<file path="config.mk">
export PLATFORM = sky130hd
export DESIGN_NAME = sprite_coord_sched
export DESIGN_NICKNAME = d
export VERILOG_FILES = /design/src/rtl/sprite_coord_sched.sv
export SDC_FILE = /design/constraint.sdc
export NUM_CORES = 1
export LEC_CHECK = 0
export ABC_AREA = 1
export BUFFER_PORTS_ARGS = -buffer_cell sky130_fd_sc_hd__buf_4
export CAP_MARGIN = 20
export CELL_PAD_IN_SITES_DETAIL_PLACEMENT = 1
export CELL_PAD_IN_SITES_GLOBAL_PLACEMENT = 1
export CORE_MARGIN = 4
export CORE_UTILIZATION = 30
export CTS_BUF_LIST = sky130_fd_sc_hd__clkbuf_8
export CTS_CLUSTER_SIZE = 12
export DETAILED_ROUTE_END_ITERATION = 8
export PLACE_DENSITY_LB_ADDON = 0.1
export SLEW_MARGIN = 20
export SYNTH_ARGS = -nofsm -noshare
export SYNTH_HDL_FRONTEND = slang
export SYNTH_SLANG_ARGS = --single-unit
</file>
<file path="constraint.sdc">
create_clock -name vclock -period 1.9 [get_ports vclock]
set_input_delay 0.285 -clock vclock [delete_from_list [all_inputs] [get_ports vclock]]
set_output_delay 0.285 -clock vclock [all_outputs]
set_load 0.02 [all_outputs]
</file>
<file path="src/rtl/sprite_coord_sched.sv">
// Shares one coordinate-to-pixel converter among ball, glove1 and glove2, committing all three per frame.
// Define SPRITE_SCHED_TIMEOUT_EN to abandon a frame when conv_ack stalls for TIMEOUT cycles.
//
// state  | meaning
// IDLE   | wait for vsync falling edge
// SNAP   | capture all six game-space coordinates
// REQ    | conv_req high for object idx, wait for conv_ack
// GAP    | one idle cycle between requests
// COMMIT | publish staged pixel positions, pulse frame_done
module sprite_coord_sched #(
  parameter int TIMEOUT = 63
) (
  input  logic        vclock,
  input  logic        reset_n,
  input  logic        vsync,
  input  logic [15:0] ball_x,
  input  logic [15:0] ball_y,
  input  logic [15:0] glove1x,
  input  logic [15:0] glove1y,
  input  logic [15:0] glove2x,
  input  logic [15:0] glove2y,
  output logic        conv_req,
  output logic [15:0] conv_x,
  output logic [15:0] conv_y,
  input  logic        conv_ack,
  input  logic [10:0] conv_px,
  input  logic [9:0]  conv_py,
  output logic [10:0] ball_px,
  output logic [10:0] glove1px,
  output logic [10:0] glove2px,
  output logic [9:0]  ball_py,
  output logic [9:0]  glove1py,
  output logic [9:0]  glove2py,
  output logic        frame_done,
  output logic        busy,
  output logic        timeout_err,
  output logic        overrun
);

  typedef enum logic [2:0] {IDLE, SNAP, REQ, GAP, COMMIT} state_t;

  state_t      state, state_nx;
  logic        vsync_q;
  logic        frame_start;
  logic [1:0]  idx;
  logic [15:0] sh_x [3];
  logic [15:0] sh_y [3];
  logic [10:0] stg_px [3];
  logic [9:0]  stg_py [3];
  logic        tmo;

  assign frame_start = vsync_q & ~vsync;

  assign conv_x = (idx == 2'd1) ? sh_x[1] : (idx == 2'd2) ? sh_x[2] : sh_x[0];
  assign conv_y = (idx == 2'd1) ? sh_y[1] : (idx == 2'd2) ? sh_y[2] : sh_y[0];

`ifdef SPRITE_SCHED_TIMEOUT_EN
  localparam int TW = (TIMEOUT > 1) ? $clog2(TIMEOUT) : 1;
  logic [TW-1:0] tmr;

  // Reloaded in every non-REQ state so each REQ entry starts a full budget.
  always_ff @(posedge vclock or negedge reset_n) begin
    if (!reset_n)           tmr <= '0;
    else if (state != REQ)  tmr <= TW'(TIMEOUT - 1);
    else if (tmr != '0)     tmr <= tmr - 1'b1;
  end

  assign tmo = (tmr == '0);

  always_ff @(posedge vclock or negedge reset_n) begin
    if (!reset_n)                               timeout_err <= 1'b0;
    else if (state == REQ && !conv_ack && tmo)  timeout_err <= 1'b1;
  end
`else
  localparam int unused_timeout = TIMEOUT;
  assign tmo         = 1'b0;
  assign timeout_err = 1'b0;
`endif

  always_comb begin
    state_nx = state;
    conv_req = 1'b0;
    case (state)
      IDLE:   if (frame_start) state_nx = SNAP;
      SNAP:   state_nx = REQ;
      REQ: begin
        conv_req = 1'b1;
        if (conv_ack)  state_nx = GAP;
        else if (tmo)  state_nx = IDLE;
      end
      GAP:    state_nx = (idx == 2'd2) ? COMMIT : REQ;
      COMMIT: state_nx = IDLE;
      default: state_nx = IDLE;
    endcase
  end

  always_ff @(posedge vclock or negedge reset_n) begin
    if (!reset_n) begin
      state      <= IDLE;
      vsync_q    <= 1'b1;
      idx        <= 2'd0;
      busy       <= 1'b0;
      frame_done <= 1'b0;
      overrun    <= 1'b0;
      ball_px    <= '0;
      ball_py    <= '0;
      glove1px   <= '0;
      glove1py   <= '0;
      glove2px   <= '0;
      glove2py   <= '0;
      for (int i = 0; i < 3; i++) begin
        sh_x[i]   <= '0;
        sh_y[i]   <= '0;
        stg_px[i] <= '0;
        stg_py[i] <= '0;
      end
    end else begin
      state      <= state_nx;
      vsync_q    <= vsync;
      busy       <= (state_nx != IDLE);
      frame_done <= (state == COMMIT);
      if (frame_start && state != IDLE) overrun <= 1'b1;
      case (state)
        SNAP: begin
          sh_x[0] <= ball_x;
          sh_y[0] <= ball_y;
          sh_x[1] <= glove1x;
          sh_y[1] <= glove1y;
          sh_x[2] <= glove2x;
          sh_y[2] <= glove2y;
          idx     <= 2'd0;
        end
        REQ: begin
          if (conv_ack) begin
            stg_px[idx] <= conv_px;
            stg_py[idx] <= conv_py;
          end
        end
        GAP: begin
          if (idx != 2'd2) idx <= idx + 2'd1;
        end
        COMMIT: begin
          ball_px  <= stg_px[0];
          ball_py  <= stg_py[0];
          glove1px <= stg_px[1];
          glove1py <= stg_py[1];
          glove2px <= stg_px[2];
          glove2py <= stg_py[2];
        end
        default: ;
      endcase
    end
  end

endmodule
</file>
==> results.txt <==
Post-synthesis adder-cell area fraction = 0.00386
Register-to-Register Setup Slack = 0.32 ns
H-Tree Depth = 2
Arrival time of the worst setup path = 1.92 ns
Pre-CTS WS = 0.102 ns
Total Die Area = 35400 um2
Crit. End Element = output port
Total wire length = 34.0 mm
Compound-Gate Fraction of Synth Area = 0.0361
PwrDens = 1650 nW/um2
Max IR drop VDD = 0.819 mV
Pint = 0.0140 W
Clk buf depth = 3
Clock transition at path regs = 0.06 ns
Synth Cell Area = 9730 um2
Xor and xnor area share after synthesis = 0
Crit path from = idx[1]
Critical Path Max Stage Delay = 0.42 ns
FFs w/ async S/R, synth = 1.00
Total clock sinks = 231
Port bufs = 219
Largest net degree at the start of global routing = 98
Row count = 65
Reg2reg end = sh_y[29]
Yosys warnings = 0
CTS Buf Count = 43
Failing checks = negative setup slack
Initial antenna violation count = 1
DRT iter0 DRCs = 368
P&R area growth vs syn = 49.2%
Max frequency = 453 MHz
Most common cell type on the critical path = buf_6
Worst Skew = 0.0171 ns
Vias per cell = 4.69
Clock network fraction of total power = 0.186
Status = finished, violations left
Largest cells by area after synthesis = dfrtp_1 (59%), nand2_1 (21%), nand3_1 (5.0%), nand4_1 (4.2%), a21oi_1 (3.3%)
CP max FO = 6
Post-route ant nets = 0
DRC viols = 0
Vias in the first global route = 9875
CP bufs+invs = 4
Static Leak = 7.62 nW
Core area = 31800 um2
Worst EP required = 1.62 ns
WS Path Type = reg2out
Die height = 188 um
GRT overflow = 0
DP Wirelength = 21.0 mm
Post-synth top area cell = dfrtp_1
Diode count = 0
RSZ-0062 raised after global routing = yes
Share of power burned in registers = 0.354
Final hold slack = 0.0516 ns
Hold Vio Cnt, Final = 0
WP depth = 7
Clk_lat worst skew = 0.54 ns
Vias = 9152
Largest family of logic cells by synthesized area = simple AND/OR/NAND/NOR gates
Share of Yosys cell area claimed by the top area cell type = 0.591
Worst setup endpoint = conv_y[10]
P_sw = 0.00994 W
Critical-path top delay cell = dfrtp_1
Placer Congestion = 0.778
Root Driver = clkbuf_8
Post-synthesis register bit count = 231
Unique masters post-synth = 21
EDFF count, synth = 0
Commonest register cell after synthesis = dfrtp_1
Layout cells sized above 1 = 0.261
Die Width = 188 um
Final net count = 1610
Crit path cell chain = ha_4 > clkinvlp_4 > buf_6 > buf_16 > nand2_4 > a21oi_4 > buf_6
Syn_area_per_cell = 8.45 um2
Synth Net Count = 1275
Simple-gate share of the synthesized area = 0.321
Slew Viols, Final = 0
Ports = 221
CP delay by family, top = buffers and inverters
Crit Reg-Reg Startpoint = state[2]
Syn Inst Count = 1151
Switching Share = 0.415
Worst hold-check path type = in2reg
Total of max-cap violations = 0
Combinational fraction of design power = 0.460
Final setup fails = 32
Final worst-path cycle share = 1.16
First-pass DRT Iterations = 4
CTS tree = done
Global-route wire length before repair = 55.3 mm
GR Util All Layers = 0.192
Post-route minimum period = 2.21 ns
CP startpoint kind = flop
Mux cell area share after synthesis = 0
Post-synthesis sequential area ratio = 0.594
WL/cell = 17.4 um
Initial core utilization = 0.306
Worst Slack Setup Final = -0.309 ns
Reg2Reg Depth = 5
[what timing repair did]
action                     in CTS  in global routing
pin swaps                      29                  6
hold buffers                  106                  0
gates cloned                    7                  0
hold endpoints to repair      350                  0
setup endpoints to repair      33                 32
gates resized for setup        79                 36
setup buffers                  10                  1
[metal layers]
layer  GRT usage  routed length [um]  vias to the layer above
li1            -                   -                     4401
met1       0.258               15400                     4474
met2       0.323               16400                      223
met3      0.0387                1760                       52
met4      0.0381                 492                        2
met5           0                   7                        -
[worst min-delay path, delay by kind of cell]
kind | cells | cell delay, ns
and+or+nand+nor | 2 | 0.18
buffers and inverters | 1 | 0.08
[kinds of logic after synthesis]
group / count (synthesis)
AO/OA/AOI/OAI: 70
flip-flops: 231
AND/OR/NAND/NOR: 751
buffers and inverters: 95
other: 1
adder cells (fa/ha/maj): 3
[worst min-delay path by stage]
stage	endpoint	startpoint	depth (start not counted)	slack, ns
floorplan	ball_px[0]	reset_n	0	-0.01
CTS	stg_px[0]	conv_px[0]	3	0.002
finish	sh_y[28]	glove1y[12]	3	0.05
global route	stg_px[24]	conv_px[2]	3	0.01
detailed placement	glove2py[3]	reset_n	1	0.17
global placement	glove2py[3]	reset_n	1	0.17
[cell type report]
cell class	count	area, um2
sequential	231	5780
fill	3715	17300
timing repair buffer	375	3520
inverter	10	50.0
multi-input combinational	825	3830
clock buffer	50	688
tap	435	544
clock inverter	24	100
[cell usage after synthesis (2+ instances only)]
library cell	instances
a21oi_1	65
buf_1	8
buf_2	19
buf_4	14
clkbuf_1	44
dfrtp_1	230
ha_1	3
inv_1	7
inv_2	3
nand2_1	548
nand2_2	2
nand3_1	97
nand4_1	66
nor2_1	35
o21ai_0	4
[layout by cell type, fill, tap and decap left out, types with 2 or more instances in the layout]
master	netlist	layout
a21oi_1	65	24
a21oi_2	0	37
a21oi_4	0	4
buf_12	0	18
buf_16	0	6
buf_4	14	226
buf_6	0	17
clkbuf_8	0	50
clkinv_2	0	2
clkinvlp_4	0	2
dfrtp_1	230	229
dlygate4sd3_1	0	106
ha_4	0	2
inv_1	7	24
inv_2	3	4
nand2_1	548	535
nand2_2	2	4
nand2_4	0	11
nand3_1	97	97
nand4_1	66	66
nor2_1	35	31
nor2_2	1	4
nor2_4	1	2
o21ai_0	4	4
[metrics by stage]
stage	TNS (ns)	cell area (um2)	utilization	power, W	instances
5_1_grt	-12.01	14500	0.456	0.0258	1950
2_1_floorplan	0	9730	-	0.0137	1151
4_1_cts	-10.08	14400	0.452	0.0239	1950
3_5_place_dp	0	12000	0.377	0.0179	1753
3_3_place_gp	0	12000	0.377	0.0178	1753
6_report	-8.25	14500	0.456	0.0240	1950
[registers in the layout (all words and copies together), names as in the netlist, 2 cells and up]
signal / count
glove1px: 11
stg_py: 30
sh_x: 48
glove2px: 11
sh_y: 48
ball_px: 11
glove2py: 10
ball_py: 10
stg_px: 33
state: 3
glove1py: 10
idx: 2
[power by group through the flow]
stage               clock network, W  registers, W  logic, W
floorplan                          0       0.00855   0.00520
global placement                   0       0.00845   0.00931
detailed placement                 0       0.00846   0.00946
CTS                          0.00467       0.00844    0.0108
global route                 0.00492       0.00874    0.0122
finish                       0.00446       0.00847    0.0110
Note: power is estimated with default switching activity, not from simulation.
